File: config.mk
export PLATFORM = sky130hd
export DESIGN_NAME = montgomery_mult
export DESIGN_NICKNAME = d
export VERILOG_FILES = /design/src/rtl/mont_step.sv /design/src/rtl/montgomery_mult.sv
export SDC_FILE = /design/constraint.sdc
export NUM_CORES = 1
export LEC_CHECK = 0
export BUFFER_PORTS_ARGS = -buffer_cell sky130_fd_sc_hd__buf_2
export CAP_MARGIN = 20
export CORE_MARGIN = 2
export CORE_UTILIZATION = 45
export DETAILED_ROUTE_END_ITERATION = 10
export GPL_TIMING_DRIVEN = 0
export PLACE_DENSITY = 0.77
export RECOVER_POWER = 25
export SYNTH_ARGS = -nofsm -noshare
export SYNTH_HDL_FRONTEND = slang
export SYNTH_SLANG_ARGS = --single-unit
File: constraint.sdc
create_clock -name clk -period 4.99 [get_ports clk]
set_input_delay 0.499 -clock clk [delete_from_list [all_inputs] [get_ports clk]]
set_output_delay 0.499 -clock clk [all_outputs]
set_load 0.01 [all_outputs]
File: src/rtl/mont_step.sv
// rtl/mont_step.sv - one radix-2 Montgomery iteration: (t + a_bit*b [+ n]) / 2
module mont_step #(
  parameter int WIDTH = 32
) (
  input  logic [WIDTH+1:0] t,
  input  logic             a_bit,
  input  logic [WIDTH-1:0] b,
  input  logic [WIDTH-1:0] n,
  output logic [WIDTH+1:0] t_next
);

  logic [WIDTH+1:0] sum_ab;
  logic [WIDTH+1:0] sum_abn;

  // Adding the odd modulus makes the sum even, so the halving is exact.
  always_comb begin
    sum_ab  = t + (a_bit ? {2'b00, b} : '0);
    sum_abn = sum_ab[0] ? sum_ab + {2'b00, n} : sum_ab;
    t_next  = {1'b0, sum_abn[WIDTH+1:1]};
  end

endmodule

File: src/rtl/montgomery_mult.sv
// rtl/montgomery_mult.sv - bit-serial radix-2 Montgomery multiplier, mm_out = num_1*num_2*2^-len mod modulus
module montgomery_mult #(
  parameter int WIDTH = 32
) (
  input  logic             clk,
  input  logic             rstn,
  input  logic             sig_start,
  input  logic [7:0]       len,
  input  logic [WIDTH-1:0] num_1,
  input  logic [WIDTH-1:0] num_2,
  input  logic [WIDTH-1:0] modulus,
  output logic             module_end,
  output logic [WIDTH-1:0] mm_out
);

  typedef enum logic [1:0] {IDLE, CALC, FINAL} state_t;

  localparam logic [7:0] WIDTH_LEN = 8'(WIDTH);

  state_t           state;
  logic [WIDTH+1:0] t_acc;
  logic [WIDTH+1:0] t_next;
  logic [WIDTH-1:0] a_q;
  logic [WIDTH-1:0] b_q;
  logic [WIDTH-1:0] n_q;
  logic [7:0]       len_q;
  logic [7:0]       cnt;
  logic [7:0]       len_clamped;

  assign len_clamped = (len > WIDTH_LEN) ? WIDTH_LEN : len;

  // a_q shifts right each iteration so its LSB is always the current multiplier bit.
  mont_step #(.WIDTH(WIDTH)) u_step (
    .t      (t_acc),
    .a_bit  (a_q[0]),
    .b      (b_q),
    .n      (n_q),
    .t_next (t_next)
  );

  // rstn is active-high despite its name.
  always_ff @(posedge clk or posedge rstn) begin
    if (rstn) begin
      state      <= IDLE;
      module_end <= 1'b0;
      mm_out     <= '0;
      t_acc      <= '0;
      a_q        <= '0;
      b_q        <= '0;
      n_q        <= '0;
      len_q      <= '0;
      cnt        <= '0;
    end else begin
      module_end <= 1'b0;
      case (state)
        IDLE: begin
          if (sig_start) begin
            a_q   <= num_1;
            b_q   <= num_2;
            n_q   <= modulus;
            len_q <= len_clamped;
            t_acc <= '0;
            cnt   <= '0;
            state <= (len == 8'd0) ? FINAL : CALC;
          end
        end
        CALC: begin
          t_acc <= t_next;
          a_q   <= a_q >> 1;
          cnt   <= cnt + 8'd1;
          if (cnt == len_q - 8'd1) begin
            state <= FINAL;
          end
        end
        FINAL: begin
          // t_acc < 2N, so one conditional subtraction lands in [0, N); the low bits suffice.
          mm_out     <= (t_acc >= {2'b00, n_q}) ? t_acc[WIDTH-1:0] - n_q : t_acc[WIDTH-1:0];
          module_end <= 1'b1;
          state      <= IDLE;
        end
        default: state <= IDLE;
      endcase
    end
  end

endmodule

; ---- Word-level counts from Yosys, hierarchy flattened
; Index checks and enable logic that the tools add are counted.
[totals]
register_bits = 181
out_inout_bits = 33
elab_cells = 42
[classes]
n_addsub = 5
magnitude_cmp = 2
eq_ne = 5
muxes = 15
n_reduce_logical = 6
[ops]
columns = op, n
row1 = $mux 32, 3
row2 = $mux 34, 2
row3 = $pmux 34 s2, 1
row4 = $pmux 32 s2, 1
row5 = $add 34x32->34, 1
row6 = $add 34x34->34, 1
row7 = $ge 34x32->1, 1
row8 = $sub 32x32->32, 1
row9 = $mux 8, 2
row10 = $pmux 8 s2, 1
row11 = $add 8x1->8 const B, 1
row12 = $eq 8x8->1, 1
row13 = $gt 8x6->1 const B, 1
row14 = $logic_not 8->1, 1
row15 = $sub 8x1->8 const B, 1
row16 = $mux 2, 3
row17 = $reduce_and 2->1, 3
row18 = $ne 2x2->1 const B, 2
row19 = $pmux 2 s2, 1
row20 = $eq 2x1->1 const B, 1
row21 = $eq 2x2->1 const B, 1
row22 = $logic_not 2->1, 1
row23 = $reduce_bool 2->1, 1
row24 = $mux 1, 1

; ---- Depth between registers and ports, before layout
[logic_depth]
depth_word = 5
ltp_mapped = 25
mapped_depth_nobuf = 24

; ---- Hierarchy
; From an unflattened synthesis, not the netlist that was laid out.
[unflattened]
hier_cells = 1552
area_unflattened_um2 = 13341.5
[by_module_without_submodules]
columns = mod, instances, cells_per_inst, area_per_inst_um2
row1 = montgomery_mult, 1, 1008, 9400.3
row2 = mont_step, 1, 544, 3941.3

; ---- Worst setup path before layout
; OpenSTA, ideal clock, no wires.
[synth_path]
path_type = register to register
from = reg a_q[0]
to = reg t_acc[30]
setup_time_ps = 137
arrival_time_ps = 4370
t_required_ps = 4853
slack_ps = 483
path_stages_with_launch = 24
n_path_buf = 1
cell_sequence = dfrtp_1 > clkbuf_1 > and2_1 > ha_1 > inv_1 > fa_1 > nor2b_1 > o31a_1 > o21ai_0 > nor2_1 > o21ai_0 > nand2b_1 > xor2_1 > ha_1 > a21o_1 > a21o_1 > a2111oi_0 > o21ai_1 > o21ai_2 > a21oi_1 > o31ai_1 > nand2b_1 > a222oi_1 > o31ai_1
[synth_between]
elab_chain_cells = 5
[synth_rtl]
columns = item, line
row1 = from (decl), montgomery_mult.sv:23  ; logic [WIDTH-1:0] a_q;
row2 = from (signal assigned), montgomery_mult.sv:58  ; a_q <= num_1;
row3 = from (signal assigned), montgomery_mult.sv:69  ; a_q <= a_q >> 1;
row4 = $mux 32 (*), mont_step.sv:17  ; sum_ab = t + (a_bit ? {2'b00, b} : '0);
row5 = $add 34x34->34 (*), mont_step.sv:17
row6 = $add 34x32->34, mont_step.sv:18  ; sum_abn = sum_ab[0] ? sum_ab + {2'b00, n} : sum_ab;
row7 = $mux 34 (*), mont_step.sv:18
row8 = $pmux 34 s2 (*), montgomery_mult.sv:55  ; case (state)
row9 = to (signal assigned), montgomery_mult.sv:68  ; t_acc <= t_next;
row10 = to (decl), montgomery_mult.sv:21  ; logic [WIDTH+1:0] t_acc;
; Mark *: on every way between the ends. The rest lies on a longest branch, timed or not.
; A chain may end at the register's enable or synchronous reset.

; ---- Worst setup path after layout
[layout_path]
from = reg a_q[0]
to = reg t_acc[31]
; Same word-level chain as after synthesis.

==> results.json <==
{
  "power_mw": 11.9,
  "syn_inst": 1539,
  "synthTopCellsByArea": "dfrtp_1 (35%), ha_1 (9.5%), nand2_1 (8.1%)",
  "required_ns": 5.30,
  "dpl-instance-area_um2": 14000,
  "final_hold_viol_count": 0,
  "drt_iter0_markers": 1058,
  "nFillCells": 2651,
  "switching_share": 0.499,
  "numCtsBuffers": 17,
  "netlist_area_um2": 12700,
  "cts.sinks": 180,
  "max-vdd-ir-drop_mv": 0.328,
  "crit_path_top_delay_cell": "dfrtp_2",
  "start_util": 0.458,
  "drc": 0,
  "intPower_mw": 5.96,
  "worstMarginPinSlew_ns": 2.35,
  "fin_util": 0.543,
  "p_leak_nw": 7.41,
  "p_switching_mw": 5.94,
  "area_delta_synth_final_pct": 18.7,
  "yosysTopAreaCellShare": 0.354,
  "cp-end-kind": "register",
  "critPathKind": "register to register",
  "p_seq_frac": 0.220,
  "std_cell_rows": 61,
  "combPwrFrac": 0.656,
  "syn_area_per_cell_um2": 8.26,
  "ys_types": 73,
  "critPathArrivalTime_ns": 5.18,
  "cts.path.max_buffers": 2,
  "via_per_inst": 5.71,
  "ys_ff_latch": 180,
  "dp_hpwl_um": 28800,
  "ant_nets": 0,
  "root_buffer": "clkbuf_16",
  "synth.top_cells.by_count": "nand2_1 (274), dfrtp_1 (180), o21ai_0 (157), a21oi_1 (139), ha_1 (97)",
  "drtPass1Iterations": 5,
  "drv_slew": 82,
  "diodes": 0,
  "die_x_um": 172,
  "grt_pass1_vias": 11400,
  "wl_per_cell_um": 17.8,
  "clk_pin_slew_worst_paths_ns": 0.09,
  "path_cells": "buf_6 > and2_1 > ha_1 > o211ai_1 > o211ai_2 > a31oi_4 > buf_4 > a31oi_1 > nor2_1 > xnor2_2 > ha_1 > a21oi_1 > o21ai_1 > o41ai_4 > nor2_1 > a211oi_2 > a21oi_2 > o311ai_2 > a41oi_2 > xnor2_1 > o21ai_0",
  "synth_flop_cell": "dfrtp_1",
  "drt-total-wl_um": 37600,
  "max_slew_margin": -0.563,
  "yosys.area.top_type": "dfrtp_1",
  "antenna_found_initial": 0,
  "cap_violations": 2,
  "synthArstFlopShare": 1.00,
  "postCtsHoldBufs": 0,
  "nNetsFinal": 1930,
  "status": "complete, but fails checks",
  "power_density_nw_per_um2": 788,
  "synth.most_common_cell": "nand2_1",
  "synth_nets": 1746,
  "grt_max_degree": 43,
  "hp-class": "primary input to register",
  "die_y_um": 172,
  "min_period_ns": 4.87,
  "yosys_warnings": 0,
  "htree_levels": 4,
  "portBuffers": 139,
  "fin_area_um2": 15100,
  "cpPeakStageDelay_ns": 0.49,
  "fmax_mhz": 205,
  "synth-edff-count": 0,
  "pwr-share-clk": 0.124,
  "grt_pass1_wl_um": 58900,
  "grt-ovfl-total": 0,
  "pin_count": 140,
  "cts_tree": "yes",
  "clock_skew_ns": 0.0183,
  "gp_congestion": 0.971,
  "fp.coreArea_um2": 27800,
  "finalCritPeriodShare": 0.976,
  "cp_max_fo": 10,
  "critPathLaunchType": "register",
  "clk_latency_ns": 0.46,
  "setup_violations": 0,
  "die-area_um2": 29600,
  "drive_above_1_share": 0.159,
  "violations": "capacitance limit, slew limit",
  "ys_seq_area_frac": 0.354,
  "vias": 12100,
  "grt_use_total": 0.255
}
layout make-up:
class	count	area, µm²	area share
sequential	180	4510	0.298
clock buffer	17	425	0.0282
buffer	66	284	0.0188
timing repair buffer	165	908	0.0602
multi-input combinational	1228	8040	0.532
tap	378	473	0.0313
clock inverter	15	216	0.0143
inverter	65	245	0.0162
per-layer routing:
metal	global-route usage	vias to the layer above	wire length [µm]
li1	-	5787	-
met1	0.352	5760	16600
met2	0.414	466	17300
met3	0.0396	68	2920
met4	0.0767	0	895
met5	0	-	0
stage by stage:
step                setup slack, ns  setup TNS, ns  hold WS, ns  std cells
floorplan                     0.483              0        0.437       1539
global placement             -0.793          -5.84        0.454       2056
detailed placement           -0.855          -6.91        0.456       2060
CTS                          0.0115              0        0.170       2101
global route                -0.0828         -0.308        0.233       2114
finish                        0.118              0        0.221       2114
cell usage in the layout, fill, tap and decap left out, drive strengths merged, types with 37 or more instances in the layout:
| cell type | netlist | final |
|---|---|---|
| nand2 | 274 | 274 |
| dfrtp | 180 | 180 |
| buf | 13 | 179 |
| o21ai | 167 | 167 |
| a21oi | 141 | 141 |
| ha | 97 | 97 |
| nor2 | 87 | 87 |
| inv | 65 | 72 |
| clkbuf | 53 | 69 |
| xnor2 | 52 | 52 |
| a21o | 41 | 41 |
| and2 | 37 | 37 |
| xor2 | 37 | 37 |
state kept, by name, summed over array words and instances (netlist names):
register	flops
a_q	32
len_q	8
module_end	1
n_q	32
state	2
cnt	8
b_q	32
mm_out	32
t_acc	33
timing repair:
action / CTS / global route
endpoints found under the setup margin: 19 / 15
setup buffers: 9 / 13
cloned: 0 / 0
pin swaps: 17 / 44
gates resized for setup: 32 / 47
worst paths after layout:
kind	from	endpoint	slack (ns)	cells past startpoint
setup / recovery	a_q[0]	t_acc[31]	0.12	21
hold / removal	num_2[27]	b_q[27]	0.22	3
setup reg to reg	a_q[0]	t_acc[31]	0.12	21
hold reg to reg	b_q[17]	b_q[17]	0.47	2
max in group asynchronous	rstn	t_acc[17]	1.90	3
min in group asynchronous	rstn	b_q[6]	0.33	2
logic make-up (layout without fill, tap and decap cells):
| group | after synthesis | count (layout) | share of synthesized area |
|---|---|---|---|
| buffers and inverters | 131 | 328 | 0.0397 |
| xor gates and xnor gates | 89 | 89 | 0.0613 |
| muxes | 17 | 17 | 0.0134 |
| and+or+nand+nor | 543 | 543 | 0.200 |
| adders and majority gates | 100 | 100 | 0.100 |
| AOI/OAI and AO/OA | 479 | 479 | 0.231 |
| DFF | 180 | 180 | 0.354 |
critical path: cells and delay by family (launching register included):
kind                     cells  cell delay (ns)
XOR/XNOR                     2             0.34
AO/OA/AOI/OAI               12             2.48
flip-flops                   1             0.49
adder cells (fa/ha/maj)      2             0.70
buffers and inverters        2             0.34
AND/OR/NAND/NOR              3             0.36
power by group through the flow:
| stage | Sequential [mW] | Clock [mW] | Combinational, mW |
|---|---|---|---|
| after floorplan | 2.48 | 0 | 5.41 |
| after global placement | 2.60 | 0 | 6.97 |
| after detailed placement | 2.61 | 0 | 7.16 |
| after CTS | 2.59 | 1.48 | 7.36 |
| after global routing | 2.69 | 1.53 | 8.63 |
| final | 2.62 | 1.48 | 7.81 |
Note: power is estimated with default switching activity, not from simulation.
